===== src/rtl/mem_stage_if.sv =====
// Data-memory req/ack port between the MEM stage (master) and memory (slave).
interface mem_stage_if;
  logic        mem_req;
  logic        mem_we;
  logic [31:0] mem_addr;
  logic [31:0] mem_wdata;
  logic [31:0] mem_rdata;
  logic        mem_ack;

  modport master (
    output mem_req, mem_we, mem_addr, mem_wdata,
    input  mem_rdata, mem_ack
  );

  modport slave (
    input  mem_req, mem_we, mem_addr, mem_wdata,
    output mem_rdata, mem_ack
  );
endinterface


===== src/rtl/mem_stage.sv =====
// MEM stage: variable-latency load/store with timeout, owns the MEM/WB register.
// Optional MEM_ALIGN_CHECK_EN suppresses misaligned accesses and flags bus_error.
module mem_stage #(
  parameter int          TIMEOUT  = 16,
  parameter logic [31:0] ERR_DATA = 32'h0000_0000
) (
  input  logic        clk,
  input  logic        reset,
  input  logic        RegWriteM,
  input  logic        MemtoRegM,
  input  logic        MemWriteM,
  input  logic [31:0] ALUOutM,
  input  logic [31:0] WriteDataM,
  input  logic [4:0]  WriteRegM,
  mem_stage_if.master bus,
  output logic        StallM,
  output logic        RegWriteW,
  output logic        MemtoRegW,
  output logic [31:0] ReadDataW,
  output logic [31:0] ALUOutW,
  output logic [4:0]  WriteRegW,
  output logic        bus_error
);

  typedef enum logic {IDLE, WAIT} state_e;

  localparam logic [7:0] TMO = 8'(TIMEOUT);

  state_e      state_q, state_d;
  logic [7:0]  cnt_q, cnt_d;
  logic        err_q, err_d;
  logic        rw_q, rw_d;
  logic        m2r_q, m2r_d;
  logic [31:0] rd_q, rd_d;
  logic [31:0] alu_q, alu_d;
  logic [4:0]  wr_q, wr_d;

  logic acc, is_load, misal;
  logic req, stall;
  logic take, bubble, kill;
  logic ld_rdata, ld_err;

  assign acc     = MemtoRegM | MemWriteM;
  assign is_load = MemtoRegM & ~MemWriteM;

`ifdef MEM_ALIGN_CHECK_EN
  assign misal = acc & (ALUOutM[1:0] != 2'b00);
`else
  assign misal = 1'b0;
`endif

  assign bus.mem_we    = MemWriteM;
  assign bus.mem_addr  = {ALUOutM[31:2], 2'b00};
  assign bus.mem_wdata = WriteDataM;

  // Gate with reset so a dropped access releases the bus at once
  assign bus.mem_req = req & ~reset;
  assign StallM      = stall & ~reset;

  always_comb begin
    state_d  = state_q;
    cnt_d    = cnt_q;
    err_d    = err_q;
    req      = 1'b0;
    stall    = 1'b0;
    take     = 1'b0;
    bubble   = 1'b0;
    kill     = 1'b0;
    ld_rdata = 1'b0;
    ld_err   = 1'b0;
    unique case (state_q)
      IDLE: begin
        if (!acc) begin
          take = 1'b1;
        end else if (misal) begin
          take   = 1'b1;
          kill   = 1'b1;
          err_d  = 1'b1;
          ld_err = is_load;
        end else begin
          req = 1'b1;
          if (bus.mem_ack) begin
            take     = 1'b1;
            ld_rdata = is_load;
          end else begin
            stall   = 1'b1;
            bubble  = 1'b1;
            state_d = WAIT;
            cnt_d   = 8'd1;
          end
        end
      end
      WAIT: begin
        req = 1'b1;
        if (bus.mem_ack) begin
          take     = 1'b1;
          ld_rdata = is_load;
          state_d  = IDLE;
          cnt_d    = 8'd0;
        end else if (cnt_q < TMO) begin
          stall  = 1'b1;
          bubble = 1'b1;
          cnt_d  = cnt_q + 8'd1;
        end else begin
          take    = 1'b1;
          err_d   = 1'b1;
          ld_err  = is_load;
          state_d = IDLE;
          cnt_d   = 8'd0;
        end
      end
      default: begin
        state_d = IDLE;
        cnt_d   = 8'd0;
      end
    endcase

    rw_d  = rw_q;
    m2r_d = m2r_q;
    alu_d = alu_q;
    wr_d  = wr_q;
    rd_d  = rd_q;
    if (take) begin
      rw_d  = RegWriteM & ~kill;
      m2r_d = MemtoRegM;
      alu_d = ALUOutM;
      wr_d  = WriteRegM;
    end else if (bubble) begin
      rw_d  = 1'b0;
      m2r_d = 1'b0;
    end
    if (ld_rdata) begin
      rd_d = bus.mem_rdata;
    end else if (ld_err) begin
      rd_d = ERR_DATA;
    end
  end

  always_ff @(posedge clk or posedge reset) begin
    if (reset) begin
      state_q <= IDLE;
      cnt_q   <= 8'd0;
      err_q   <= 1'b0;
      rw_q    <= 1'b0;
      m2r_q   <= 1'b0;
      rd_q    <= 32'd0;
      alu_q   <= 32'd0;
      wr_q    <= 5'd0;
    end else begin
      state_q <= state_d;
      cnt_q   <= cnt_d;
      err_q   <= err_d;
      rw_q    <= rw_d;
      m2r_q   <= m2r_d;
      rd_q    <= rd_d;
      alu_q   <= alu_d;
      wr_q    <= wr_d;
    end
  end

  assign RegWriteW = rw_q;
  assign MemtoRegW = m2r_q;
  assign ReadDataW = rd_q;
  assign ALUOutW   = alu_q;
  assign WriteRegW = wr_q;
  assign bus_error = err_q;

endmodule


===== src/flat_wrapper.sv =====
// flat-port wrapper written by rule: the top's interface ports become plain ports
module mem_stage_flat 
#(
  parameter int          TIMEOUT  = 16,
  parameter logic [31:0] ERR_DATA = 32'h0000_0000
)
  (clk, reset, RegWriteM, MemtoRegM, MemWriteM, ALUOutM, WriteDataM, WriteRegM, StallM, RegWriteW, MemtoRegW, ReadDataW, ALUOutW, WriteRegW, bus_error, bus_mem_req, bus_mem_we, bus_mem_addr, bus_mem_wdata, bus_mem_rdata, bus_mem_ack);
  mem_stage_if bus_i ();
  input  logic clk;
  input  logic reset;
  input  logic RegWriteM;
  input  logic MemtoRegM;
  input  logic MemWriteM;
  input  logic [31:0] ALUOutM;
  input  logic [31:0] WriteDataM;
  input  logic [4:0] WriteRegM;
  output logic StallM;
  output logic RegWriteW;
  output logic MemtoRegW;
  output logic [31:0] ReadDataW;
  output logic [31:0] ALUOutW;
  output logic [4:0] WriteRegW;
  output logic bus_error;
  output wire logic [$bits(bus_i.mem_req)-1:0] bus_mem_req;
  output wire logic [$bits(bus_i.mem_we)-1:0] bus_mem_we;
  output wire logic [$bits(bus_i.mem_addr)-1:0] bus_mem_addr;
  output wire logic [$bits(bus_i.mem_wdata)-1:0] bus_mem_wdata;
  input wire logic [$bits(bus_i.mem_rdata)-1:0] bus_mem_rdata;
  input wire logic [$bits(bus_i.mem_ack)-1:0] bus_mem_ack;
  assign bus_mem_req = bus_i.mem_req;
  assign bus_mem_we = bus_i.mem_we;
  assign bus_mem_addr = bus_i.mem_addr;
  assign bus_mem_wdata = bus_i.mem_wdata;
  assign bus_i.mem_rdata = bus_mem_rdata;
  assign bus_i.mem_ack = bus_mem_ack;
  mem_stage #(.TIMEOUT(TIMEOUT), .ERR_DATA(ERR_DATA)) u_core (.clk(clk), .reset(reset), .RegWriteM(RegWriteM), .MemtoRegM(MemtoRegM), .MemWriteM(MemWriteM), .ALUOutM(ALUOutM), .WriteDataM(WriteDataM), .WriteRegM(WriteRegM), .bus(bus_i), .StallM(StallM), .RegWriteW(RegWriteW), .MemtoRegW(MemtoRegW), .ReadDataW(ReadDataW), .ALUOutW(ALUOutW), .WriteRegW(WriteRegW), .bus_error(bus_error));
endmodule

===== config.mk =====
export PLATFORM = sky130hd
export DESIGN_NAME = mem_stage_flat
export DESIGN_NICKNAME = d
export VERILOG_FILES = /design/src/rtl/mem_stage_if.sv /design/src/rtl/mem_stage.sv /design/src/flat_wrapper.sv
export SDC_FILE = /design/constraint.sdc
export NUM_CORES = 1
export LEC_CHECK = 0
export ABC_AREA = 0
export ABC_CLOCK_PERIOD_IN_PS = 3140
export BUFFER_PORTS_ARGS = -buffer_cell sky130_fd_sc_hd__clkbuf_2
export CAP_MARGIN = 15
export CORE_MARGIN = 8
export CORE_UTILIZATION = 43
export CTS_BUF_LIST = sky130_fd_sc_hd__clkbuf_2
export DETAILED_ROUTE_END_ITERATION = 16
export GPL_TIMING_DRIVEN = 0
export PLACE_DENSITY = 0.91
export SLEW_MARGIN = 20
export SYNTH_ARGS = -nofsm -noshare
export SYNTH_HDL_FRONTEND = slang
export SYNTH_SLANG_ARGS = --single-unit

===== constraint.sdc =====
create_clock -name clk -period 3.14 [get_ports clk]
set_input_delay 0.314 -clock clk [delete_from_list [all_inputs] [get_ports clk]]
set_output_delay 0.314 -clock clk [all_outputs]
set_load 0.05 [all_outputs]

==> impl_metrics.yaml <==
setup_path:
  ff2ff_setup_slack_ns: 1.31
  cp_data_required_time_ns: 2.83
  path_class: "flip-flop to primary output"
  max_stage_delay_ns: 0.46
  critPathMaxFanout: 10
  critPathSlowestCell: "dfrtp_1"
  critical_path_buf_inv_count: 2
  crit_family: "simple AND/OR/NAND/NOR gates"
  crit_arrival_ns: 2.24
  crit_chain: "nor4_4, a22o_2, buf_4, and2_1, clkbuf_2"
  critPathCaptureType: "primary output"
  critPathLaunchType: "flip-flop"
global_route:
  grt_pass1_vias: 3732
  grt_pass1_wl_mm: 18.5
  grt_start_max_net_pins: 49
  antenna_found_initial: 0
  grt_overflow: 0
  grt.total_usage_pct: 20.0
sta:
  tightest_slew_ns: 0.633
  max_freq_ghz: 0.391
  relSlewSlack_pct: 57.5
  setup_viol: 0
  fin_worst_skew_ns: 0.0268
  grt_setup_unrepaired: "no"
  finalHoldViolations: 0
  period_share_pct: 81.3
  min_period_ns: 2.55
  drv_slew: 0
min_path:
  worst_hold_path_type: "input port to flip-flop"
synth:
  async_flop_share_pct: 100
  synth_area_um2: 3660
  synth_largest_area_cell: "dfrtp_1"
  yosysMostFrequentCell: "dfrtp_1"
  synth-main-ff-cell: "dfrtp_1"
  yosys.cell_types.count: 29
  synth_area_per_cell_um2: 11.1
  synth_top_area_share_pct: 55.4
  ys_seq_area_share_pct: 55.4
  netlist_top_cells_area: "dfrtp_1, buf_4, mux2_2"
  yosys_register_bits: 81
  synth_common_cells: "dfrtp_1, buf_4, nand2_1"
  synthCells: 330
  synth_edf_count: 0
  yosys_warnings: 0
die:
  io_pins: 246
  die_height_um: 108
  start_util_pct: 44.6
  num_rows: 33
  fp.dieW_um: 108
  die_area_um2: 11700
  core_area_um2: 8220
power_and_ir_drop:
  power_leakage_nw: 3.00
  pwr_density_cell_nw_per_um2: 581
  ir_drop_mv: 0.366
  switchingPower_mw: 1.42
  pwr-share-clk_pct: 18.8
  p_int_mw: 1.86
  combPwrFrac_pct: 41.8
  power.share.switching_pct: 43.4
  seqPwrFrac_pct: 39.4
  total_power_mw: 3.28
routing:
  first_iter_violations: 101
  final_antenna_net_count: 0
  via_count: 3426
  viasPerCell: 4.71
  dr.pass1.iters: 4
  drt_wl_total_mm: 12.5
  drc_errors: 0
  wire_per_inst_um: 17.2
finish:
  nets: 724
  drive_gt1_share_pct: 55.1
  final_design_area_no_fill_um2: 5640
  syn2layout_area_growth_pct: 54.1
  fillers: 593
clocking:
  cts_tree: "done"
  cts_setup_buffers: 0
  clockRootBuffer: "clkbuf_2"
  cts_buffers: 9
  clk_latency_ns: 0.50
  max-clock-path-buffers: 2
  clock_sinks: 81
  clkTransAtPathRegs_ns: 0.21
  cts_htree_levels: 3
run_status:
  status: "completed"
flow_run:
  maxCapViolCount: 0
placed_design:
  dpl.hpwl_mm: 8.85
  gp_congestion: 0.798
  placed_area_um2: 4880
  portBuffers: 211
-- worst register-to-register path, cell delays in order (launching register included) --
cell and delay, ns:
dfrtp_1 0.46, nor4_4 0.39, a22o_2 0.28, buf_4 0.22
mux2_2 0.36
-- power by group through the flow --
stage / Clock, mW / Sequential (mW) / Combinational (mW)
final: 0.616 / 1.29 / 1.37
after global routing: 0.682 / 1.31 / 1.43
after global placement: 0 / 1.29 / 1.28
after floorplan: 0 / 1.82 / 0.449
after detailed placement: 0 / 1.31 / 1.31
after CTS: 0.640 / 1.29 / 1.36
-- flip-flops by register name, indices dropped and copies added (netlist names) --
register / cells
u_core.MemtoRegW: 1
u_core.bus_error: 1
u_core.cnt_q: 8
u_core.state_q: 1
u_core.ALUOutW: 32
u_core.RegWriteW: 1
u_core.WriteRegW: 5
u_core.ReadDataW: 32
-- per-layer routing --
layer  GRT usage (%)  wire (um)  part of all wire [%]  vias up
met4            8.31        241                   1.9        0
met5               0          0                     0        -
met1            19.1       4300                    34     1623
met3            7.38       1360                    11       22
li1                -          -                     -     1592
met2            37.8       6610                    53      189
-- path summary, 6_finish.rpt --
path | startpoint | depth (start not counted) | end
setup / recovery | u_core.cnt_q[5] | 5 | StallM
hold / removal | ALUOutM[15] | 2 | u_core.ALUOutW[15]
setup reg to reg | u_core.cnt_q[5] | 4 | u_core.WriteRegW[3]
hold reg to reg | u_core.bus_error | 1 | u_core.bus_error
max in group asynchronous | reset | 4 | u_core.WriteRegW[2]
min in group asynchronous | reset | 3 | u_core.ReadDataW[5]
-- final cells by class --
class / count / area, um^2 / share of cell area [%]
Clock buffer: 11 / 55.1 / 0.976
Timing Repair Buffer: 274 / 1700 / 30.2
Tap cell: 105 / 131 / 2.33
Buffer: 79 / 559 / 9.92
Inverter: 4 / 17.5 / 0.311
Clock inverter: 5 / 80.1 / 1.42
Antenna cell: 1 / 2.50 / 0.0444
Sequential cell: 81 / 2030 / 35.9
Multi-Input combinational cell: 167 / 1060 / 18.9
-- logic make-up after synthesis --
kind of cell               after synthesis  share of synthesized area, %
and+or+nand+nor                         85                          10.4
xor gates and xnor gates                 1                         0.239
adders and majority gates                1                         0.342
DFF                                     81                          55.4
other                                    1                         0.102
buffers and inverters                   83                          15.7
muxes                                   37                          11.4
AOI/OAI and AO/OA                       41                          6.53
-- through the flow --
step | cells | worst slack (ns) | util, % | hold slack, ns | setup TNS (ns)
final | 727 | 0.586 | 68.6 | 0.0695 | 0
after global routing | 726 | 0.398 | 68.6 | 0.00232 | 0
after CTS | 717 | 0.529 | 67.5 | 0.000266 | 0
after detailed placement | 648 | 1.15 | 59.4 | 0.372 | 0
after global placement | 647 | -0.428 | 59.1 | 0.449 | -9.59
after floorplan | 331 | 0.205 | - | 0.420 | 0
-- timing repair --
item	4_1_cts	5_1_grt
resized for setup	0	0
hold buffers	53	9
setup endpoints to repair	0	0
hold endpoints to repair	86	9
-- layout by cell type, fill, tap and decap left out --
cell type / instances
diode_2: 1
buf_16: 1
ha_1: 1
nor2b_1: 1
dlygate4sd3_1: 62
o32ai_1: 1
clkbuf_1: 7
o22ai_1: 1
o2bb2ai_1: 3
nor4_4: 1
a22o_2: 1
nor4_2: 1
conb_1: 2
dfrtp_1: 81
clkbuf_2: 225
nand3b_1: 1
inv_4: 1
o21ba_2: 1
a32o_1: 1
nand2_1: 65
nor2_1: 5
or4_1: 1
inv_1: 3
bufinv_16: 2
clkinv_2: 1
xor2_1: 1
mux2_2: 37
nor3_1: 1
and3b_1: 1
nand3_1: 2
nand2b_1: 2
buf_4: 69
o21ai_0: 32
clkinvlp_4: 2
and2_1: 4
a21o_1: 1
Power figures use the tool's default switching activity.
